===== src/rtl/arch_pkg.sv =====
// Shared architectural constants and types for the issue-stage scoreboard.
package arch_pkg;

    localparam int NUM_REGS     = 32;
    localparam int REG_ADDR_W   = 5;
    localparam int MAX_INFLIGHT = 4;

    typedef logic [REG_ADDR_W-1:0] reg_addr_t;

endpackage


===== src/rtl/sb_counter.sv =====
// Per-register pending-writer counter: saturating +1/-1, clear has priority.
module sb_counter #(
    parameter int CNT_W = 2
) (
    input  logic             clk,
    input  logic             rst_n,
    input  logic             inc,
    input  logic             dec,
    input  logic             clr,
    output logic [CNT_W-1:0] cnt,
    output logic             nonzero,
    output logic             underflow
);

    localparam logic [CNT_W-1:0] CNT_MAX = '1;

    logic dec_ok;

    assign nonzero   = (cnt != '0);
    assign underflow = dec & ~nonzero;
    assign dec_ok    = dec & nonzero;

    always_ff @(posedge clk) begin
        if (!rst_n) begin
            cnt <= '0;
        end else if (clr) begin
            cnt <= '0;
        end else if (inc && !dec_ok && cnt != CNT_MAX) begin
            cnt <= cnt + 1'b1;
        end else if (!inc && dec_ok) begin
            cnt <= cnt - 1'b1;
        end
    end

endmodule


===== src/rtl/reg_scoreboard.sv =====
// Issue-stage RAW/occupancy hazard controller with per-register writer counts.
// Optional SCOREBOARD_WB_BYPASS_EN lets a same-cycle writeback clear hazards.
module reg_scoreboard
    import arch_pkg::*;
#(
    parameter int NUM_REGS     = arch_pkg::NUM_REGS,
    parameter int CNT_W        = 2,
    parameter int MAX_INFLIGHT = arch_pkg::MAX_INFLIGHT,
    localparam int IW          = $clog2(MAX_INFLIGHT + 1)
) (
    input  logic                clk,
    input  logic                rst_n,
    input  logic                dec_valid,
    input  logic [4:0]          rs,
    input  logic                require_rs,
    input  logic [4:0]          rt,
    input  logic                require_rt,
    input  logic [4:0]          wd,
    input  logic                reg_write,
    input  logic                ex_ready,
    input  logic                wb_valid,
    input  logic [4:0]          wb_addr,
    input  logic                flush,
    output logic                stall,
    output logic                issue,
    output logic [NUM_REGS-1:0] pending_mask,
    output logic [IW-1:0]       inflight_cnt,
    output logic                sb_err
);

    localparam logic [CNT_W-1:0] CNT_MAX = '1;

    logic [CNT_W-1:0]    cnt [NUM_REGS];
    logic [NUM_REGS-1:0] nonzero;
    logic [NUM_REGS-1:0] underflow;
    logic [NUM_REGS-1:0] wb_hit;
    logic [NUM_REGS-1:0] busy;
    logic [IW-1:0]       inflight_eff;
    logic                inc_any;
    logic                dec_any;
    logic                err_set;
    logic                raw_hazard;
    logic                full_hazard;
    logic                wd_full;

    assign cnt[0]       = '0;
    assign nonzero[0]   = 1'b0;
    assign underflow[0] = 1'b0;

    for (genvar r = 0; r < NUM_REGS; r++) begin : g_hit
        assign wb_hit[r] = wb_valid & (wb_addr == reg_addr_t'(r));
    end

    for (genvar r = 1; r < NUM_REGS; r++) begin : g_cnt
        sb_counter #(.CNT_W(CNT_W)) u_cnt (
            .clk       (clk),
            .rst_n     (rst_n),
            .inc       (issue & reg_write & (wd == reg_addr_t'(r))),
            .dec       (wb_hit[r]),
            .clr       (flush),
            .cnt       (cnt[r]),
            .nonzero   (nonzero[r]),
            .underflow (underflow[r])
        );
    end

    assign pending_mask = nonzero;
    assign inc_any      = issue & reg_write & (wd != '0);
    assign dec_any      = wb_valid & (wb_addr != '0) & nonzero[wb_addr] &
                          (inflight_cnt != '0);

`ifdef SCOREBOARD_WB_BYPASS_EN
    // A writeback retiring the last writer frees the register this cycle.
    for (genvar r = 0; r < NUM_REGS; r++) begin : g_busy
        assign busy[r] = nonzero[r] & ~(wb_hit[r] & (cnt[r] == CNT_W'(1)));
    end
    assign inflight_eff = inflight_cnt - IW'(dec_any);
    assign wd_full      = (cnt[wd] == CNT_MAX) & ~wb_hit[wd];
`else
    assign busy         = nonzero;
    assign inflight_eff = inflight_cnt;
    assign wd_full      = (cnt[wd] == CNT_MAX);
`endif

    always_comb begin
        raw_hazard  = (require_rs & (rs != '0) & busy[rs]) |
                      (require_rt & (rt != '0) & busy[rt]);
        full_hazard = reg_write & (wd != '0) &
                      ((inflight_eff == IW'(MAX_INFLIGHT)) | wd_full);
        stall = ~rst_n |
                (dec_valid & (raw_hazard | full_hazard | ~ex_ready | flush));
        issue = dec_valid & ~stall;
    end

    assign err_set = ~flush & wb_valid & (wb_addr != '0) &
                     ((|underflow) | (inflight_cnt == '0));

    always_ff @(posedge clk) begin
        if (!rst_n) begin
            inflight_cnt <= '0;
            sb_err       <= 1'b0;
        end else begin
            if (err_set) begin
                sb_err <= 1'b1;
            end
            if (flush) begin
                inflight_cnt <= '0;
            end else if (inc_any && !dec_any) begin
                inflight_cnt <= inflight_cnt + 1'b1;
            end else if (!inc_any && dec_any) begin
                inflight_cnt <= inflight_cnt - 1'b1;
            end
        end
    end

endmodule


===== config.mk =====
export PLATFORM = sky130hd
export DESIGN_NAME = reg_scoreboard
export DESIGN_NICKNAME = d
export VERILOG_FILES = /design/src/rtl/arch_pkg.sv /design/src/rtl/sb_counter.sv /design/src/rtl/reg_scoreboard.sv
export SDC_FILE = /design/constraint.sdc
export NUM_CORES = 1
export LEC_CHECK = 0
export ABC_AREA = 0
export ABC_CLOCK_PERIOD_IN_PS = 5200
export BUFFER_PORTS_ARGS = -buffer_cell sky130_fd_sc_hd__buf_4
export CAP_MARGIN = 5
export CELL_PAD_IN_SITES_DETAIL_PLACEMENT = 1
export CELL_PAD_IN_SITES_GLOBAL_PLACEMENT = 2
export CORE_MARGIN = 3
export CORE_UTILIZATION = 36
export CTS_BUF_LIST = sky130_fd_sc_hd__clkbuf_8
export DETAILED_ROUTE_END_ITERATION = 10
export GPL_TIMING_DRIVEN = 0
export PLACE_DENSITY = 0.91
export SYNTH_ARGS = -nofsm -noshare
export SYNTH_HDL_FRONTEND = slang
export SYNTH_SLANG_ARGS = --single-unit

===== constraint.sdc =====
create_clock -name clk -period 5.2 [get_ports clk]
set_clock_uncertainty 0.2 [all_clocks]
set_input_delay 0 -clock clk [delete_from_list [all_inputs] [get_ports clk]]
set_output_delay 0 -clock clk [all_outputs]
set_load 0.01 [all_outputs]

[Yosys cells after proc, flatten, opt, wreduce, memory -nomap -nowiden]
Cells that the tools add are included.
Storage, ports and cells
  flip-flop bits (word level): 66
  input port bits: 29
  word-level logic and storage cells: 682
Cells by class
  bitwise gates (word level): 183
  equal/unequal tests: 95
  reduce and logical (&&, ||, !) cells: 230
  order comparisons: 4
  add/subtract/negate cells: 64
  mux-type cells: 73
Operator list (number)
  == test 5 bit, second input constant: 32
  AND 1 bit: 140
  2-to-1 mux 2 bit: 64
  nonzero test 2 bit: 63
  logical AND 1 bit: 95
  == test 5 x 4 -> 1 bit, second input constant: 16
  logical NOT 1 bit: 64
  adder 2 x 1 -> 2 bit, second input constant: 31
  != test 2 bit, second input constant: 31
  subtractor 2 x 1 -> 2 bit, second input constant: 31
  == test 5 x 3 -> 1 bit, second input constant: 8
  inverter 1 bit: 35
  OR reduction 31 bit: 1
  == test 5 x 2 -> 1 bit, second input constant: 4
  nonzero test 5 bit: 4
  < comparator 5 x 6 -> 1 bit, second input constant: 3
  binary-select mux 1 bit (select 5 bit): 3
  binary-select mux 2 bit (select 5 bit): 1
  == test 5 x 1 -> 1 bit, second input constant: 2
  OR 1 bit: 7
  greater-or-equal comparator 6 bit, second input constant: 1
  2-to-1 mux 3 bit: 2
  inverter 5 -> 6 bit: 1
  adder 3 x 1 -> 3 bit, second input constant: 1
  7 further kinds: 9

[Longest topological paths before layout]
  depth after elaboration: 20
  mapped depth: 18
  mapped depth without buffers: 14

[Hierarchy]
Synthesis repeated with hierarchy kept, for this count alone.
Second synthesis, totals
  cell total of the unflattened synthesis: 831
  area total of the unflattened synthesis: 6204.7 um^2
By module, submodules not included
  sb_counter: instances 31, cells an instance 17, area each 126.4 um^2
  reg_scoreboard: instances 1, cells an instance 304, area each 2287.2 um^2

[Least setup slack after synthesis]
OpenSTA, ideal clock, no wires.
  kind: reg-to-reg
  start point: register g_cnt[18].u_cnt.cnt[1]
  end point: register inflight_cnt[2]
  setup slack: 1.365 ns
  library setup time: 0.070 ns
  data required time: 4.930 ns
  cell stages (with the launch flop): 16
  arrival time: 3.564 ns
  path through: dfxtp_1 -> or2_4 -> mux4_2 -> o22ai_1 -> nor4_1 -> nor4_4 -> nand2_1 -> buf_2 -> buf_2 -> a211oi_1 -> ha_1 -> inv_1 -> fa_1 -> xor2_1 -> or3_1 -> a21oi_1
On the way
  elaborated cells between the ends (all ways): 33
  classes of those cells: eq/ne (1); mux (10); bitwise (16); reduce/logical (6)
RTL lines
  start, declared: line sb_counter.sv:10  | output logic [CNT_W-1:0] cnt,
  start signal, assigned: line sb_counter.sv:29  | cnt <= cnt + 1'b1;
  start signal, assigned: line sb_counter.sv:31  | cnt <= cnt - 1'b1;
  nonzero test 2 bit *: line sb_counter.sv:19  | assign nonzero = (cnt != '0);
  named net g_cnt[18].u_cnt.nonzero: line sb_counter.sv:11  | output logic nonzero,
  binary-select mux 1 bit (select 5 bit), on equally long branches: line reg_scoreboard.sv:86, reg_scoreboard.sv:87
  2-to-1 mux 1 bit, on equally long branches: line reg_scoreboard.sv:86, reg_scoreboard.sv:87
  AND 1 bit, on equally long branches: line reg_scoreboard.sv:86, reg_scoreboard.sv:87
  OR 1 bit: line reg_scoreboard.sv:86  | raw_hazard = (require_rs & (rs != '0) & busy[rs]) |
  OR 1 bit (3 in series): line reg_scoreboard.sv:91  | (dec_valid & (raw_hazard | full_hazard | ~ex_ready | flush));
  AND 1 bit: line reg_scoreboard.sv:91
  OR 1 bit: line reg_scoreboard.sv:90  | stall = ~rst_n |
  inverter 1 bit: line reg_scoreboard.sv:92  | issue = dec_valid & ~stall;
  AND 1 bit: line reg_scoreboard.sv:92
  AND 1 bit (2 in series): line reg_scoreboard.sv:68  | assign inc_any = issue & reg_write & (wd != '0);
  logical NOT 1 bit: line reg_scoreboard.sv:110  | end else if (!inc_any && dec_any) begin
  logical AND 1 bit: line reg_scoreboard.sv:110
  nonzero test 2 bit (no line)
  end signal, assigned: line reg_scoreboard.sv:109  | inflight_cnt <= inflight_cnt + 1'b1;
  end signal, assigned: line reg_scoreboard.sv:111  | inflight_cnt <= inflight_cnt - 1'b1;
  end, declared: line reg_scoreboard.sv:27  | output logic [IW-1:0] inflight_cnt,
Mark *: on every way through the listed nets, which the timed path passes. The rest lies on a longest branch. The select of a mux whose other input is x is not followed.
A chain may end at the register's enable or synchronous reset.

[Final worst setup path]
  start point: register g_cnt[22].u_cnt.cnt[0]
  end point: register inflight_cnt[2]
On the way
  elaborated cells between the ends (all ways): 33
  classes of those cells: eq/ne (1); mux (10); bitwise (16); reduce/logical (6)
RTL lines (line)
  start, declared: sb_counter.sv:10
  start signal, assigned: sb_counter.sv:29
  start signal, assigned: sb_counter.sv:31
  nonzero test 2 bit *: sb_counter.sv:19
  named net g_cnt[22].u_cnt.nonzero: sb_counter.sv:11
  binary-select mux 1 bit (select 5 bit), on equally long branches: reg_scoreboard.sv:86, reg_scoreboard.sv:87
  2-to-1 mux 1 bit, on equally long branches: reg_scoreboard.sv:86, reg_scoreboard.sv:87
  AND 1 bit, on equally long branches: reg_scoreboard.sv:86, reg_scoreboard.sv:87
  OR 1 bit: reg_scoreboard.sv:86
  OR 1 bit (3 in series): reg_scoreboard.sv:91
  AND 1 bit: reg_scoreboard.sv:91
  OR 1 bit: reg_scoreboard.sv:90
  inverter 1 bit: reg_scoreboard.sv:92
  AND 1 bit: reg_scoreboard.sv:92
  AND 1 bit (2 in series): reg_scoreboard.sv:68
  logical NOT 1 bit: reg_scoreboard.sv:110
  logical AND 1 bit: reg_scoreboard.sv:110
  nonzero test 2 bit (no line)
Marks and branches as above.

==> impl_summary.txt <==
----------------------------------------------------
[Min path]
  Depth of the worst hold-timing path ... 5
  Class of the worst hold path ... in2reg
  Worst Min Path Start ... wb_addr[1]
  Endpoint, Worst Hold ... g_cnt[9].u_cnt.cnt[1]$_SDFFE_PP0P_

[Yosys]
  Yosys reg bits ... 66
  Synth Net Count ... 930
  Ys async rst share ... 0%
  Flip-flop cell with the highest count after synthesis ... sky130_fd_sc_hd__dfxtp_1
  Number of enable-type register cells in the synthesized netlist ... 0
  Sequential fraction of the synthesis area ... 20.3%
  Synth Cell Area ... 0.00652 mm2
  Distinct cell type count of the synthesized netlist ... 75
  Average footprint of a synthesized cell ... 7.25 um2
  Yosys warning count ... 0
  Synthesized instance count ... 899

[Clocking]
  H-tree depth ... 3
  Bufs on Longest Clock Path ... 2
  Reg clk slew, reported paths ... 80 ps
  # resized after CTS ... 0
  Clock latency at the later pin of the worst-skew pair ... 390 ps
  Hold buffer count at CTS ... 3
  Total number of clock tree sinks ... 66
  Number of CTS-inserted buffers ... 9
  Root Buffer ... sky130_fd_sc_hd__clkbuf_8
  Buffers inserted by post-CTS timing repair ... 0
  TritonCTS clock tree ... built

[Drt]
  Routed vias ... 7594
  Residual antenna-violating net count after detailed routing ... 0
  Per-cell via count in the routed design ... 6.32
  DRC violations left ... 0
  Average wire per standard cell ... 24.9 um
  Detailed-router iteration count before antenna repair ... 5
  Number of DRC markers after the initial detailed-route iteration ... 938
  Final wirelength ... 29.9 mm

[Timing]
  Min Clock Period, post-route ... 4970 ps
  Slew headroom ... 36.6%
  Count of final hold-check violations ... 0
  Actual transition at the worst max-transition pin ... 951 ps
  Setup repair after global routing missed its margin ... no
  Max-slew violation count ... 0
  Final period utilization ... 95.6%
  Final setup violating endpoints ... 0
  Setup TNS ... 0 ps
  Fmax ... 0.201 GHz

[Floorplan]
  Placeable core region ... 0.0175 mm2
  Site Rows ... 48
  Top Ports ... 67
  Area enclosed by the die boundary ... 0.0198 mm2
  Overall die width ... 141 um
  Initial cell density of the core ... 37.2%
  Overall die height ... 141 um

[Global route]
  Wire length of the first global-routing pass ... 45.1 mm
  Initial antenna violation count ... 0
  Total global-route track usage ... 30.0%
  Total congestion overflow after global routing ... 0
  Pin count of the biggest net entering global routing ... 11
  Number of global-route vias before repair ... 7252

[Worst setup path]
  Kind of end point of the critical path ... flop
  Type of element launching the critical path ... flop
  Required time of the critical path ... 5310 ps
  Path type of the worst setup path ... reg2reg
  R2R Setup Slk ... 230 ps
  Largest stage delay on the critical path ... 740 ps
  Sequence of cells on the critical path ... nor2_1 > inv_1 > mux4_2 > o22ai_1 > nor4_1 > nor4_4 > nand2_1 > buf_2 > buf_2 > a211oi_1 > ha_1 > inv_1 > fa_1 > xor2_1 > or3_1 > a21oi_1
  Critical-path cell with the highest stage delay ... sky130_fd_sc_hd__nor4_4
  Critical path peak fanout ... 10
  Endpoint of the worst-slack reg-to-reg timing path ... inflight_cnt[2]$_SDFFE_PP0P_
  Register-to-Register Path Depth ... 16
  Signal arrival time at the worst endpoint ... 5080 ps
  Reg-to-Reg Start ... g_cnt[22].u_cnt.cnt[0]$_SDFFE_PP0P_

[Power]
  Share of total power in combinational logic ... 19.2%
  Part of the power in the clock network ... 37.0%
  Switch share ... 33.7%
  Leak pwr ... 2.86 nW
  Sequential fraction of design power ... 43.8%
  Power per Cell Area ... 155 mW/mm2
  Design internal power ... 0.766 mW
  Switching power total ... 0.390 mW
  Final total power ... 1.16 mW
  Largest vdd supply drop ... 0.000110 V

[Final layout]
  Final core area utilization ... 42.5%
  Net count reported at finish ... 1004
  Relative area change from synthesis to final layout ... 14.3%
  Ratio of cells with drive above 1 in the final layout ... 18.9%
  Filler Cell Count ... 2261
  Non-filler cells, final ... 1202
  Most used cells in the layout excluding fill and tap cells ... 120 x sky130_fd_sc_hd__nor2_1, 94 x sky130_fd_sc_hd__buf_4, 79 x sky130_fd_sc_hd__nand2_1
  Commonest non-fill, non-tap cell in the layout ... sky130_fd_sc_hd__nor2_1
  Antenna Cells ... 0

[Placed design]
  Post-DP HPWL ... 23.3 mm
  Port-buffer cells ... 60
  RePlAce Congestion ... 1.05
  DP Cell Count ... 1184

[Job]
  Max Cap Violations ... 0

[Outcome]
  Run status ... finished clean

----------------------------------------------------
Yosys cell counts (4+ instances only):
library cell                number  area share (%)
sky130_fd_sc_hd__dfxtp_1        66              20
sky130_fd_sc_hd__o21bai_1        8            0.92
sky130_fd_sc_hd__nand2b_1       19             1.8
sky130_fd_sc_hd__a211oi_1        7            0.81
sky130_fd_sc_hd__o21ai_0        52             4.0
sky130_fd_sc_hd__nor3b_1        11             1.3
sky130_fd_sc_hd__xor2_1          9             1.2
sky130_fd_sc_hd__buf_4          34             3.9
sky130_fd_sc_hd__nor4_1          6            0.58
sky130_fd_sc_hd__o2111ai_1       9             1.2
sky130_fd_sc_hd__nand3_1        19             1.5
sky130_fd_sc_hd__a21oi_1        66             5.1
sky130_fd_sc_hd__o21a_1          5            0.58
sky130_fd_sc_hd__and2_1         15             1.4
sky130_fd_sc_hd__clkbuf_1       25             1.4
sky130_fd_sc_hd__nand4_1        24             2.3
sky130_fd_sc_hd__or2_2          10            0.96
sky130_fd_sc_hd__buf_2          13             1.0
sky130_fd_sc_hd__a31oi_1        14             1.3
sky130_fd_sc_hd__nand2_1        79             4.6
sky130_fd_sc_hd__a2111oi_0       9             1.2
sky130_fd_sc_hd__a221oi_1        5            0.67
sky130_fd_sc_hd__o31ai_1        12             1.4
sky130_fd_sc_hd__nor2_1        120             6.9
sky130_fd_sc_hd__mux2_2         14             2.4
sky130_fd_sc_hd__a22oi_1         6            0.69
sky130_fd_sc_hd__a21o_1         11             1.3
sky130_fd_sc_hd__o22ai_1        12             1.2
sky130_fd_sc_hd__buf_6           4            0.69
sky130_fd_sc_hd__a211o_1         4            0.54
sky130_fd_sc_hd__mux4_2         22             7.6
sky130_fd_sc_hd__inv_1          42             2.4
sky130_fd_sc_hd__mux2i_1        12             1.8
sky130_fd_sc_hd__o211ai_1        5            0.58
sky130_fd_sc_hd__nor2b_1        20             1.9
sky130_fd_sc_hd__nor3_1         46             3.5
worst max-delay path by stage:
stage / start / to / slack [ps]
2_1_floorplan: g_cnt[18].u_cnt.cnt[1]$_SDFFE_PP0P_ / inflight_cnt[2]$_SDFFE_PP0P_ / 1370
3_3_place_gp: wd[2] / inflight_cnt[2]$_SDFFE_PP0P_ / 260
3_5_place_dp: wd[2] / inflight_cnt[2]$_SDFFE_PP0P_ / 220
4_1_cts: g_cnt[20].u_cnt.cnt[0]$_SDFFE_PP0P_ / inflight_cnt[2]$_SDFFE_PP0P_ / 320
5_1_grt: g_cnt[22].u_cnt.cnt[0]$_SDFFE_PP0P_ / inflight_cnt[2]$_SDFFE_PP0P_ / 30
6_report: g_cnt[22].u_cnt.cnt[0]$_SDFFE_PP0P_ / inflight_cnt[2]$_SDFFE_PP0P_ / 230
layer usage:
| metal | global-route usage, % | vias up | wire (um) |
|---|---|---|---|
| met4 | 10.9 | 0 | 910 |
| met3 | 4.75 | 58 | 2940 |
| met5 | 0 | - | 0 |
| met1 | 42.7 | 3710 | 12900 |
| li1 | - | 3433 | - |
| met2 | 45.9 | 393 | 13200 |
stage by stage:
step           hold WS, ps  area (um2)  setup slack [ps]
2_1_floorplan         -134        6520              1370
3_3_place_gp          63.7        7250               255
3_5_place_dp          74.3        7250               216
4_1_cts               3.54        7450               324
5_1_grt               74.9        7450              33.3
6_report              34.8        7450               231
kinds of logic after synthesis:
logic type	after synthesis	share of synthesized area, %
XOR/XNOR	12	1.61
other	1	0.0575
AND/OR/NAND/NOR	396	30.5
buffers and inverters	121	9.64
flip-flops	66	20.3
multiplexers	50	12.2
adder cells (fa/ha/maj)	2	0.499
AO/OA/AOI/OAI	251	25.3
power groups by stage:
stage               clock network [mW]  logic (mW)  registers, mW
global route                     0.450       0.234          0.507
CTS                              0.430       0.216          0.507
floorplan                            0       0.123          0.519
global placement                     0       0.213          0.519
detailed placement                   0       0.214          0.519
finish                           0.427       0.222          0.507
registers in the layout (all words and copies together), names as in the netlist:
| signal | flops |
|---|---|
| inflight_cnt | 3 |
| sb_err | 1 |
| g_cnt.u_cnt.cnt | 62 |
final cells by class:
class                      count  area [um2]  share of cell area, %
buffer                        79         470                   6.32
clock buffer                  11         151                   2.03
clock inverter                 4        18.8                  0.252
inverter                      42         158                   2.12
multi-input combinational    712        4570                   61.3
sequential                    66        1320                   17.7
tap                          225         282                   3.78
timing repair buffer          63         480                   6.45
critical path, delay by kind of cell (launching register included):
kind	cells	cell delay [ps]
AND/OR/NAND/NOR	5	1630
buffers and inverters	4	780
adder cells (fa/ha/maj)	2	630
AO/OA/AOI/OAI	3	620
multiplexers	1	480
flip-flops	1	360
XOR/XNOR	1	160
Note: power is estimated with default switching activity, not from simulation.
